[config.mk]
export PLATFORM = sky130hd
export DESIGN_NAME = regfile_burst_loader_flat
export DESIGN_NICKNAME = d
export VERILOG_FILES = /design/src/rtl/regfile_pkg.sv /design/src/rtl/regfile_burst_loader_if.sv /design/src/rtl/mod_sum_acc.sv /design/src/rtl/regfile_burst_loader.sv /design/src/flat_wrapper.sv
export SDC_FILE = /design/constraint.sdc
export NUM_CORES = 1
export LEC_CHECK = 0
export BUFFER_PORTS_ARGS = -buffer_cell sky130_fd_sc_hd__buf_2
export CELL_PAD_IN_SITES_DETAIL_PLACEMENT = 0
export CELL_PAD_IN_SITES_GLOBAL_PLACEMENT = 1
export CORE_MARGIN = 5
export CORE_UTILIZATION = 40
export CTS_CLUSTER_SIZE = 10
export DETAILED_ROUTE_END_ITERATION = 8
export PLACE_DENSITY = 0.83
export SLEW_MARGIN = 20
export SYNTH_ARGS = -nofsm -noshare
export SYNTH_HDL_FRONTEND = slang
export SYNTH_SLANG_ARGS = --single-unit
export TNS_END_PERCENT = 5
[constraint.sdc]
create_clock -name clk -period 2.8 [get_ports clk]
set_input_delay 0.28 -clock clk [delete_from_list [all_inputs] [get_ports clk]]
set_output_delay 0.28 -clock clk [all_outputs]
set_load 0.005 [all_outputs]
[src/rtl/regfile_pkg.sv]
`default_nettype none
// ============================================================================
// Package     : regfile_pkg
// Description : Shared widths and loader state encoding for register_file
//               and regfile_burst_loader.
// Revision    : 1.0 - initial release
// ============================================================================
package regfile_pkg;

  // Default geometry shared with register_file
  localparam int RF_DATA_W = 8;
  localparam int RF_ADDR_W = 2;

  // Burst loader sequencing states
  typedef enum logic [2:0] {
    IDLE  = 3'd0,
    WRITE = 3'd1,
    DRAIN = 3'd2,
    READ  = 3'd3,
    DONE  = 3'd4
  } loader_state_e;

endpackage : regfile_pkg
`default_nettype wire

[src/rtl/regfile_burst_loader_if.sv]
`default_nettype none
// ============================================================================
// Interface   : regfile_burst_loader_if
// Description : Command, data stream, register-file port and status bundle
//               of the burst loader. The slave modport is the loader's view,
//               the master modport is the surrounding environment's view.
// Revision    : 1.0 - initial release
// ============================================================================
interface regfile_burst_loader_if
  import regfile_pkg::*;
#(
  parameter int DATA_W = RF_DATA_W,
  parameter int ADDR_W = RF_ADDR_W
) ();

  logic              start;
  logic [ADDR_W-1:0] base;
  logic [ADDR_W:0]   len;
  logic              verify;
  logic              in_valid;
  logic              in_ready;
  logic [DATA_W-1:0] in_data;
  logic              rf_w_en;
  logic [ADDR_W-1:0] rf_w_addr;
  logic [DATA_W-1:0] rf_w_data;
  logic [ADDR_W-1:0] rf_r_addr;
  logic [DATA_W-1:0] rf_r_data;
  logic              busy;
  logic              done;
  logic [DATA_W-1:0] checksum;
  logic              err;

  modport slave (
    input  start, base, len, verify, in_valid, in_data, rf_r_data,
    output in_ready, rf_w_en, rf_w_addr, rf_w_data, rf_r_addr,
           busy, done, checksum, err
  );

  modport master (
    output start, base, len, verify, in_valid, in_data, rf_r_data,
    input  in_ready, rf_w_en, rf_w_addr, rf_w_data, rf_r_addr,
           busy, done, checksum, err
  );

endinterface : regfile_burst_loader_if
`default_nettype wire

[src/rtl/mod_sum_acc.sv]
`default_nettype none
// ============================================================================
// Module      : mod_sum_acc
// Description : Modulo-2^DATA_W running-sum accumulator with synchronous
//               clear (priority) and add enable.
// Revision    : 1.0 - initial release
// ============================================================================
module mod_sum_acc
  import regfile_pkg::*;
#(
  parameter int DATA_W = RF_DATA_W
) (
  input  logic              clk,
  input  logic              rst_n,
  input  logic              clear_i,
  input  logic              add_en_i,
  input  logic [DATA_W-1:0] add_data_i,
  output logic [DATA_W-1:0] sum_o
);

  logic [DATA_W-1:0] sum_q;

  // Accumulate with natural wrap; clear wins over add
  always_ff @(posedge clk or negedge rst_n) begin
    if (!rst_n) begin
      sum_q <= '0;
    end else if (clear_i) begin
      sum_q <= '0;
    end else if (add_en_i) begin
      sum_q <= sum_q + add_data_i;
    end
  end

  assign sum_o = sum_q;

endmodule : mod_sum_acc
`default_nettype wire

[src/rtl/regfile_burst_loader.sv]
`default_nettype none
// ============================================================================
// Module      : regfile_burst_loader
// Description : Burst write sequencer for register_file. Writes a stream of
//               beats to consecutive wrapping addresses, optionally sweeps
//               them back through the read port and compares checksums.
// Revision    : 1.0 - initial release
// ============================================================================
module regfile_burst_loader
  import regfile_pkg::*;
#(
  parameter int DATA_W = RF_DATA_W,
  parameter int ADDR_W = RF_ADDR_W
) (
  input  logic                   clk,
  input  logic                   rst_n,
  regfile_burst_loader_if.slave  bus
);

  localparam int              LEN_W   = ADDR_W + 1;
  localparam logic [LEN_W-1:0] DEPTH   = LEN_W'(1 << ADDR_W);
  localparam logic [LEN_W-1:0] CNT_ONE = LEN_W'(1);

  loader_state_e     state_q, state_d;

  logic [ADDR_W-1:0] base_q;
  logic [ADDR_W-1:0] wptr_q;
  logic [ADDR_W-1:0] rptr_q;
  logic [LEN_W-1:0]  len_q;
  logic [LEN_W-1:0]  cnt_q;
  logic              verify_q;
  logic              rf_w_en_q;
  logic [ADDR_W-1:0] rf_w_addr_q;
  logic [DATA_W-1:0] rf_w_data_q;
  logic [DATA_W-1:0] checksum_q;
  logic              err_q;

  logic [LEN_W-1:0]  len_sat;
  logic              start_acc;
  logic              beat;
  logic              last_cnt;
  logic [DATA_W-1:0] wsum;
  logic [DATA_W-1:0] rsum;

  logic              in_ready_c;
  logic              busy_c;
  logic              done_c;

  // Requests longer than the array collapse to one full sweep
  assign len_sat   = (bus.len > DEPTH) ? DEPTH : bus.len;
  assign start_acc = (state_q == IDLE) && bus.start;
  assign beat      = (state_q == WRITE) && bus.in_valid;
  assign last_cnt  = (cnt_q == CNT_ONE);

  // Write-side checksum; cleared on every accepted command so len==0 reports 0
  mod_sum_acc #(.DATA_W(DATA_W)) u_wsum (
    .clk        (clk),
    .rst_n      (rst_n),
    .clear_i    (start_acc),
    .add_en_i   (beat),
    .add_data_i (bus.in_data),
    .sum_o      (wsum)
  );

  // Read-back checksum; one combinational read sampled per READ cycle
  mod_sum_acc #(.DATA_W(DATA_W)) u_rsum (
    .clk        (clk),
    .rst_n      (rst_n),
    .clear_i    (start_acc || (state_q == DRAIN)),
    .add_en_i   (state_q == READ),
    .add_data_i (bus.rf_r_data),
    .sum_o      (rsum)
  );

  // State register
  always_ff @(posedge clk or negedge rst_n) begin
    if (!rst_n) begin
      state_q <= IDLE;
    end else begin
      state_q <= state_d;
    end
  end

  // Next-state selection
  always_comb begin
    state_d = state_q;
    case (state_q)
      IDLE: begin
        if (bus.start) begin
          state_d = (len_sat == '0) ? DONE : WRITE;
        end
      end
      WRITE: begin
        if (beat && last_cnt) begin
          state_d = verify_q ? DRAIN : DONE;
        end
      end
      DRAIN: state_d = READ;
      READ: begin
        if (last_cnt) begin
          state_d = DONE;
        end
      end
      DONE:    state_d = IDLE;
      default: state_d = IDLE;
    endcase
  end

  // State-decoded handshake and status outputs
  always_comb begin
    in_ready_c = 1'b0;
    busy_c     = 1'b1;
    done_c     = 1'b0;
    case (state_q)
      IDLE:    busy_c     = 1'b0;
      WRITE:   in_ready_c = 1'b1;
      DONE:    done_c     = 1'b1;
      default: ;
    endcase
  end

  // Pointers, counter, registered write port and completion results
  always_ff @(posedge clk or negedge rst_n) begin
    if (!rst_n) begin
      base_q      <= '0;
      wptr_q      <= '0;
      rptr_q      <= '0;
      len_q       <= '0;
      cnt_q       <= '0;
      verify_q    <= 1'b0;
      rf_w_en_q   <= 1'b0;
      rf_w_addr_q <= '0;
      rf_w_data_q <= '0;
      checksum_q  <= '0;
      err_q       <= 1'b0;
    end else begin
      rf_w_en_q <= beat;
      case (state_q)
        IDLE: begin
          if (bus.start) begin
            base_q   <= bus.base;
            len_q    <= len_sat;
            verify_q <= bus.verify;
            wptr_q   <= bus.base;
            cnt_q    <= len_sat;
          end
        end
        WRITE: begin
          if (beat) begin
            rf_w_addr_q <= wptr_q;
            rf_w_data_q <= bus.in_data;
            wptr_q      <= wptr_q + ADDR_W'(1);
            cnt_q       <= cnt_q - CNT_ONE;
          end
        end
        DRAIN: begin
          rptr_q <= base_q;
          cnt_q  <= len_q;
        end
        READ: begin
          rptr_q <= rptr_q + ADDR_W'(1);
          cnt_q  <= cnt_q - CNT_ONE;
        end
        DONE: begin
          checksum_q <= wsum;
          err_q      <= verify_q && (rsum != wsum);
        end
        default: ;
      endcase
    end
  end

  assign bus.in_ready  = in_ready_c;
  assign bus.busy      = busy_c;
  assign bus.done      = done_c;
  assign bus.rf_w_en   = rf_w_en_q;
  assign bus.rf_w_addr = rf_w_addr_q;
  assign bus.rf_w_data = rf_w_data_q;
  assign bus.rf_r_addr = rptr_q;
  assign bus.checksum  = checksum_q;
  assign bus.err       = err_q;

endmodule : regfile_burst_loader
`default_nettype wire

[src/flat_wrapper.sv]
// flat-port wrapper written by rule: the top's interface ports become plain ports
module regfile_burst_loader_flat import regfile_pkg::*;
#(
  parameter int DATA_W = RF_DATA_W,
  parameter int ADDR_W = RF_ADDR_W
)
  (clk, rst_n, bus_start, bus_base, bus_len, bus_verify, bus_in_valid, bus_in_data, bus_rf_r_data, bus_in_ready, bus_rf_w_en, bus_rf_w_addr, bus_rf_w_data, bus_rf_r_addr, bus_busy, bus_done, bus_checksum, bus_err);
  regfile_burst_loader_if #(.DATA_W(DATA_W), .ADDR_W(ADDR_W)) bus_i ();
  input  logic clk;
  input  logic rst_n;
  input wire logic [$bits(bus_i.start)-1:0] bus_start;
  input wire logic [$bits(bus_i.base)-1:0] bus_base;
  input wire logic [$bits(bus_i.len)-1:0] bus_len;
  input wire logic [$bits(bus_i.verify)-1:0] bus_verify;
  input wire logic [$bits(bus_i.in_valid)-1:0] bus_in_valid;
  input wire logic [$bits(bus_i.in_data)-1:0] bus_in_data;
  input wire logic [$bits(bus_i.rf_r_data)-1:0] bus_rf_r_data;
  output wire logic [$bits(bus_i.in_ready)-1:0] bus_in_ready;
  output wire logic [$bits(bus_i.rf_w_en)-1:0] bus_rf_w_en;
  output wire logic [$bits(bus_i.rf_w_addr)-1:0] bus_rf_w_addr;
  output wire logic [$bits(bus_i.rf_w_data)-1:0] bus_rf_w_data;
  output wire logic [$bits(bus_i.rf_r_addr)-1:0] bus_rf_r_addr;
  output wire logic [$bits(bus_i.busy)-1:0] bus_busy;
  output wire logic [$bits(bus_i.done)-1:0] bus_done;
  output wire logic [$bits(bus_i.checksum)-1:0] bus_checksum;
  output wire logic [$bits(bus_i.err)-1:0] bus_err;
  assign bus_i.start = bus_start;
  assign bus_i.base = bus_base;
  assign bus_i.len = bus_len;
  assign bus_i.verify = bus_verify;
  assign bus_i.in_valid = bus_in_valid;
  assign bus_i.in_data = bus_in_data;
  assign bus_i.rf_r_data = bus_rf_r_data;
  assign bus_in_ready = bus_i.in_ready;
  assign bus_rf_w_en = bus_i.rf_w_en;
  assign bus_rf_w_addr = bus_i.rf_w_addr;
  assign bus_rf_w_data = bus_i.rf_w_data;
  assign bus_rf_r_addr = bus_i.rf_r_addr;
  assign bus_busy = bus_i.busy;
  assign bus_done = bus_i.done;
  assign bus_checksum = bus_i.checksum;
  assign bus_err = bus_i.err;
  regfile_burst_loader #(.DATA_W(DATA_W), .ADDR_W(ADDR_W)) u_core (.clk(clk), .rst_n(rst_n), .bus(bus_i));
endmodule
Word-level counts from Yosys, hierarchy flattened
Index checks and enable logic that the tools add are counted.
{"block": "totals", "ff_bits": 52, "in_bits": 26, "output_inout_bits": 25, "wordCells": 68}
{"block": "classes", "addsub": 5, "n_lt_le_gt_ge": 1, "n_eq_ne": 10, "mux": 21, "reduce_logical": 17}
{"operator": "$mux W8", "count": 4}
{"operator": "$mux W3", "count": 8}
{"operator": "$pmux W3 S4", "count": 2}
{"operator": "$add A8 B8 Y8", "count": 2}
{"operator": "$reduce_and A3 Y1", "count": 3}
{"operator": "$ne A8 B8 Y1", "count": 1}
{"operator": "$pmux W2 S2", "count": 2}
{"operator": "$reduce_bool A2 Y1", "count": 4}
{"operator": "$eq A3 B1 Y1 const B", "count": 2}
{"operator": "$eq A3 B2 Y1 const B", "count": 2}
{"operator": "$logic_not A3 Y1", "count": 2}
{"operator": "$add A2 B1 Y2 const B", "count": 2}
{"operator": "$logic_and A1 B1 Y1", "count": 4}
{"operator": "$mux W2", "count": 2}
{"operator": "$ne A2 B1 Y1 const B", "count": 2}
{"operator": "$ne A2 B2 Y1 const B", "count": 2}
{"operator": "$reduce_and A2 Y1", "count": 2}
{"operator": "$reduce_bool A4 Y1", "count": 1}
{"operator": "$eq A3 B3 Y1 const B", "count": 1}
{"operator": "$gt A3 B3 Y1 const B", "count": 1}
{"operator": "$mux W1", "count": 3}
{"operator": "$sub A3 B1 Y3 const B", "count": 1}
{"operator": "$logic_or A1 B1 Y1", "count": 1}

Depth between registers and ports, before layout
{"block": "logic_depth", "word_depth": 6, "depth_mapped": 7, "ltp_nobuf": 7}

Cells and area by module
A second synthesis with hierarchy kept.
{"block": "unflattened", "hier_cells": 301, "hier_area_um2": 3037.9}
{"module": "regfile_burst_loader", "n_inst": 1, "cells_per_inst": 169, "area_each_um2": 1746.7, "seq_area_each_um2": 900.9}
{"module": "mod_sum_acc at u_core.u_rsum", "n_inst": 1, "cells_per_inst": 66, "area_each_um2": 646.9, "seq_area_each_um2": 200.2}
{"module": "mod_sum_acc at u_core.u_wsum", "n_inst": 1, "cells_per_inst": 66, "area_each_um2": 644.4, "seq_area_each_um2": 200.2}

Least setup slack after synthesis
OpenSTA, ideal clock, no wires.
{"block": "synth_path", "path_type": "reg-to-reg", "startpoint": "register u_core.u_wsum.sum_q[0] (netlist: u_core.u_wsum.sum_o[0])", "endpoint": "register u_core.u_wsum.sum_q[6] (netlist: u_core.u_wsum.sum_o[6])", "setup_ns": 0.130, "arrival_ns": 1.700, "setup_slack_ns": 0.970, "path_stages_with_launch": 8, "n_path_buf": 0, "path_cell_list": "dfrtp_1 > ha_1 > fa_1 > a21o_1 > a21o_1 > a21oi_1 > nor4bb_1 > nand3b_1"}
{"block": "synth_between", "elab_chain_cells": 3}
{"element": "from (decl)", "line": "mod_sum_acc.sv:21", "source": "logic [DATA_W-1:0] sum_q;"}
{"element": "from (signal assigned)", "line": "mod_sum_acc.sv:30", "source": "sum_q <= sum_q + add_data_i;"}
{"element": "$add A8 B8 Y8", "line": "mod_sum_acc.sv:30"}
{"element": "$mux W8", "line": "mod_sum_acc.sv:29", "source": "end else if (add_en_i) begin"}
{"element": "$mux W8", "line": "mod_sum_acc.sv:27", "source": "end else if (clear_i) begin"}
Every way passes these cells. The select of a mux whose other input is x is not followed.
A chain may end at the register's enable or synchronous reset.

Final worst setup path
{"block": "layout_path", "startpoint": "register u_core.state_q[0]", "endpoint": "register u_core.rf_w_data_q[3] (netlist: u_core.bus.rf_w_data[3])"}
{"block": "layout_between", "elab_chain_cells": 3}
{"element": "from (decl)", "line": "regfile_burst_loader.sv:24", "source": "loader_state_e state_q, state_d;"}
{"element": "from (signal assigned)", "line": "regfile_burst_loader.sv:80", "source": "state_q <= state_d;"}
{"element": "$eq A3 B1 Y1 *", "line": "regfile_burst_loader.sv:52, regfile_burst_loader.sv:138"}
{"element": "$logic_and A1 B1 Y1", "line": "regfile_burst_loader.sv:52", "source": "assign beat = (state_q == WRITE) && bus.in_valid;"}
{"element": "$reduce_and A2 Y1 (no source line) *"}
{"element": "to (signal assigned)", "line": "regfile_burst_loader.sv:151", "source": "rf_w_data_q <= bus.in_data;"}
{"element": "to (decl)", "line": "regfile_burst_loader.sv:34", "source": "logic [DATA_W-1:0] rf_w_data_q;"}
Mark *: on every way between the ends. The rest lies on a longest branch, timed or not.

==> flow_summary.html <==
<table>
<tr><th>Metric</th><th>Value</th></tr>
<tr><th colspan="2">Run status</th></tr>
<tr><td>Status</td><td>finished, final reports clean</td></tr>
<tr><th colspan="2">Synth</th></tr>
<tr><td>Async S/R FF share, synth</td><td>100%</td></tr>
<tr><td>Instance count of the mapped netlist</td><td>264</td></tr>
<tr><td>Number of synthesized register bits</td><td>52</td></tr>
<tr><td>Count of warnings emitted by yosys</td><td>0</td></tr>
<tr><td>Sequential cell area fraction in the yosys report</td><td>approximately 46%</td></tr>
<tr><td>Top flip-flop cell by instance count after synthesis</td><td>dfrtp_1</td></tr>
<tr><td>Compound-cell area share of the yosys netlist</td><td>between 10% and 20%</td></tr>
<tr><td>Post-synth EDFFs</td><td>0</td></tr>
<tr><td>Synthesized net count</td><td>slightly above 300</td></tr>
<tr><td>Average footprint of a synthesized cell</td><td>10.8 sq um</td></tr>
<tr><td>Simple-gate share of the synthesized area</td><td>13.7%</td></tr>
<tr><td>Fraction of synthesized area in multiplexers</td><td>between 8 and 9%</td></tr>
<tr><td>XOR/XNOR share of the synthesized area</td><td>between 5 and 6%</td></tr>
<tr><td>Combined area of all synthesized cells</td><td>2840 sq um</td></tr>
<tr><td>Dominant combinational cell family by area after synthesis</td><td>compound AO/OA/AOI/OAI gates</td></tr>
<tr><td>Number of distinct library cells after synthesis</td><td>between 40 and 50</td></tr>
<tr><td>Post-Synth Adder-Cell Area</td><td>around 8.5%</td></tr>
<tr><th colspan="2">Finish</th></tr>
<tr><td>Post-Layout Cell Count</td><td>approximately 410</td></tr>
<tr><td>Net count of the finished layout</td><td>360</td></tr>
<tr><td>Final Instance Area</td><td>between 3000 and 4000 sq um</td></tr>
<tr><td>Area growth from synthesis to layout</td><td>15.4%</td></tr>
<tr><td>Antenna Diode Count</td><td>0</td></tr>
<tr><td>Share of layout cells above drive strength 1</td><td>around 28%</td></tr>
<tr><th colspan="2">Global routing</th></tr>
<tr><td>Vias in the first global route</td><td>2074</td></tr>
<tr><td>Antenna violations before repair</td><td>0</td></tr>
<tr><td>Overall fraction of global-route tracks in use</td><td>14.0%</td></tr>
<tr><td>Global route overflow</td><td>0</td></tr>
<tr><td>Global-route wire length before repair</td><td>~10 mm</td></tr>
<tr><td>Pin count of the biggest net entering global routing</td><td>34</td></tr>
<tr><th colspan="2">STA</th></tr>
<tr><td>Fmax</td><td>a little under 500 MHz</td></tr>
<tr><td>Transition time at the pin with the least slew margin</td><td>approximately 0.6 ns</td></tr>
<tr><td>Minimum period implied by the final worst setup slack</td><td>2.08 ns</td></tr>
<tr><td>Tightest slew margin relative to the limit</td><td>59.6%</td></tr>
<tr><td>Total setup violations reported at the end of the flow</td><td>0</td></tr>
<tr><td>Setup TNS</td><td>0 ns</td></tr>
<tr><td>Endpoints failing hold</td><td>0</td></tr>
<tr><td>Setup repair after global routing missed its margin</td><td>no</td></tr>
<tr><td>Slew Limit Fails</td><td>0</td></tr>
<tr><td>Worst path setup slack after routing</td><td>slightly above 0.7 ns</td></tr>
<tr><td>Worst clock skew</td><td>0.00803 ns</td></tr>
<tr><td>Crit share post-route</td><td>between 70% and 80%</td></tr>
<tr><th colspan="2">Critical path</th></tr>
<tr><td>Highest cell delay on the worst timing path</td><td>about 0.59 ns</td></tr>
<tr><td>Type of element capturing the critical path</td><td>flip-flop</td></tr>
<tr><td>Setup crit start kind</td><td>flip-flop</td></tr>
<tr><td>Count of buffer and inverter cells on the critical path</td><td>1</td></tr>
<tr><td>Crit path required time</td><td>~3 ns</td></tr>
<tr><td>Kind of cell adding the most delay to the critical path</td><td>simple AND/OR/NAND/NOR gates</td></tr>
<tr><td>Slowest stage cell, crit path</td><td>dfrtp_1</td></tr>
<tr><td>Chain of cells forming the critical path</td><td>nand2b_1 &gt; nor3b_4 &gt; buf_4 &gt; mux2_2</td></tr>
<tr><td>Arrival @ worst endpoint</td><td>approximately 2.3 ns</td></tr>
<tr><td>Max Fanout on Critical Path</td><td>17</td></tr>
<tr><td>Kind of critical path</td><td>reg -&gt; reg</td></tr>
<tr><th colspan="2">Drt</th></tr>
<tr><td>Detailed-route wire length per cell</td><td>around 14 um</td></tr>
<tr><td>Iter 0 DRT Violations</td><td>102</td></tr>
<tr><td>1st-pass router iterations</td><td>6</td></tr>
<tr><td>Remaining antenna violation count</td><td>0</td></tr>
<tr><td>Vias per std cell</td><td>between 5 and 6</td></tr>
<tr><td>Count of vias placed by the detailed router</td><td>around 2.1k</td></tr>
<tr><td>DRC violations left</td><td>0</td></tr>
<tr><td>Final WL</td><td>roughly 5.9 mm</td></tr>
<tr><th colspan="2">Floorplan</th></tr>
<tr><td>Die outline area</td><td>slightly below 9000 sq um</td></tr>
<tr><td>Std cell rows</td><td>30</td></tr>
<tr><td>Core region area</td><td>~7000 sq um</td></tr>
<tr><td>Effective utilization at floorplan</td><td>around two fifths</td></tr>
<tr><td>Horizontal extent of the die</td><td>roughly 94 um</td></tr>
<tr><td>I/O pin count</td><td>51</td></tr>
<tr><td>Die Y</td><td>94.2 um</td></tr>
<tr><th colspan="2">Pwr</th></tr>
<tr><td>Leak Pwr</td><td>around 1.5 nW</td></tr>
<tr><td>P per Cell Area</td><td>slightly above 1000 nW/um^2</td></tr>
<tr><td>Peak supply drop</td><td>~0.42 mV</td></tr>
<tr><td>Final Total Pwr</td><td>3.40 mW</td></tr>
<tr><th colspan="2">Min path</th></tr>
<tr><td>Worst min path class</td><td>in -&gt; reg</td></tr>
<tr><th colspan="2">Clocking</th></tr>
<tr><td>Total number of clock tree sinks</td><td>52</td></tr>
<tr><td>Latest clock arrival within the worst-skew pair</td><td>~0.3 ns</td></tr>
<tr><td>CTS Root Buffer Type</td><td>clkbuf_8</td></tr>
<tr><td>Maximum root-to-sink buffer count</td><td>2</td></tr>
<tr><td>Num CTS Buffers</td><td>5</td></tr>
<tr><td>Clock transition at the registers of the reported paths</td><td>~0.10 ns</td></tr>
<tr><td>Number of buffers inserted to repair setup after CTS</td><td>0</td></tr>
<tr><td>Clock tree from TritonCTS</td><td>yes</td></tr>
<tr><td>H-tree depth</td><td>2</td></tr>
<tr><th colspan="2">Place</th></tr>
<tr><td>Placed Instances</td><td>a little over 400</td></tr>
<tr><td>Setup Slack @ Placement</td><td>about 0.71 ns</td></tr>
<tr><td>RD Place Congestion</td><td>0.778</td></tr>
<tr><td>Count of input and output buffers</td><td>50</td></tr>
<tr><td>Final HPWL DP</td><td>4.53 mm</td></tr>
<tr><td>Cell area after placement</td><td>around 3200 sq um</td></tr>
<tr><th colspan="2">Run</th></tr>
<tr><td>Max-capacitance violation count</td><td>0</td></tr>
</table>
-- cells in the mapped netlist (all sizes together), types with 3 or more instances --
cell,count,share of area [%]
a21oi,18,3.4
dfrtp,52,46
mux2,22,8.7
a211oi,4,1.1
nand2,24,3.2
o21ai,21,3.7
a22o,8,2.5
a21o,5,1.3
nand3b,3,0.79
ha,16,7.1
nand4,3,0.66
buf,7,1.5
inv,7,0.93
xnor2,13,4.0
nor2,15,2.0
o211ai,3,0.79
or3,4,0.88
xor2,4,1.2
and2,3,0.75
nand2b,4,0.88
nor2b,5,1.1
-- registers in the layout, indices dropped and copies added (netlist names) --
signal	cells
u_core.bus.rf_w_en	1
u_core.state_q	3
u_core.wptr_q	2
u_core.bus.err	1
u_core.bus.rf_w_addr	2
u_core.cnt_q	3
u_core.bus.rf_r_addr	2
u_core.bus.rf_w_data	8
u_core.u_wsum.sum_o	8
u_core.base_q	2
u_core.verify_q	1
u_core.bus.checksum	8
u_core.u_rsum.sum_o	8
u_core.len_q	3
-- path summary, 6_finish.rpt --
kind	cells past startpoint	startpoint	end	slack (ns)
worst max-delay path	4	u_core.state_q[0]$_DFFE_PN0P_	u_core.bus.rf_w_data[3]$_DFFE_PN0P_	0.72
worst min-delay path	2	bus_verify	u_core.verify_q$_DFFE_PN0N_	0.22
worst max register to register	4	u_core.state_q[0]$_DFFE_PN0P_	u_core.bus.rf_w_data[3]$_DFFE_PN0P_	0.72
worst min register to register	1	u_core.bus.rf_w_data[4]$_DFFE_PN0P_	u_core.bus.rf_w_data[4]$_DFFE_PN0P_	0.51
max in group asynchronous	3	rst_n	u_core.len_q[2]$_DFFE_PN0N_	1.59
min in group asynchronous	2	rst_n	u_core.bus.checksum[3]$_DFFE_PN0P_	0.43
-- report_power, final --
group / internal, mW / switching, mW / total, mW
registers: 1.08 / 0.294 / 1.37
logic: 0.797 / 0.793 / 1.59
clock network: 0.178 / 0.260 / 0.438
-- metrics by stage --
stage,hold WS [ns],util (%)
after floorplan,-0.0156,-
after global placement,0.241,46.2
after detailed placement,0.238,46.2
after CTS,0.221,47.7
after global routing,0.221,47.7
final,0.225,47.7
-- placed cells by master (no fill, tap or decap), drive strengths merged, types with 2 or more instances in the layout --
| cell | instances |
|---|---|
| and2 | 3 |
| o21ai | 21 |
| xnor2 | 13 |
| nand3 | 2 |
| o211ai | 3 |
| fa | 2 |
| nand4 | 3 |
| nor2b | 5 |
| dfrtp | 52 |
| a21o | 5 |
| nand2 | 24 |
| ha | 16 |
| a21oi | 18 |
| nor2 | 15 |
| nand2b | 4 |
| o22ai | 2 |
| buf | 52 |
| xor2 | 4 |
| or3 | 4 |
| nand4b | 2 |
| nor3b | 2 |
| clkbuf | 5 |
| inv | 8 |
| a211oi | 4 |
| mux2 | 22 |
| nand3b | 3 |
| a22o | 8 |
-- cell type report --
type,count,area [sq um]
sequential,52,1300
multi-input combinational,197,1460
clock buffer,5,68.8
clock inverter,3,21.3
tap,96,120
fill,673,3590
timing repair buffer,53,275
inverter,7,26.3
-- metal layers --
layer	global-route usage [%]	vias up	part of all wire, %
met1	19.2	1039	47
met4	2.53	0	0.13
li1	-	1054	-
met3	3.04	2	4.8
met2	23.0	50	48
met5	0	-	0
-- cells by family after synthesis --
kind of cell	after synthesis
compound gates	68
xor+xnor	17
fa+ha+maj	18
buf+inv	15
flops	52
mux	22
simple gates	72
-- timing repair --
action | CTS | global route
hold endpoints to repair | 19 | 0
resized for setup | 0 | 0
hold buffers | 1 | 0
Power figures use the tool's default switching activity.
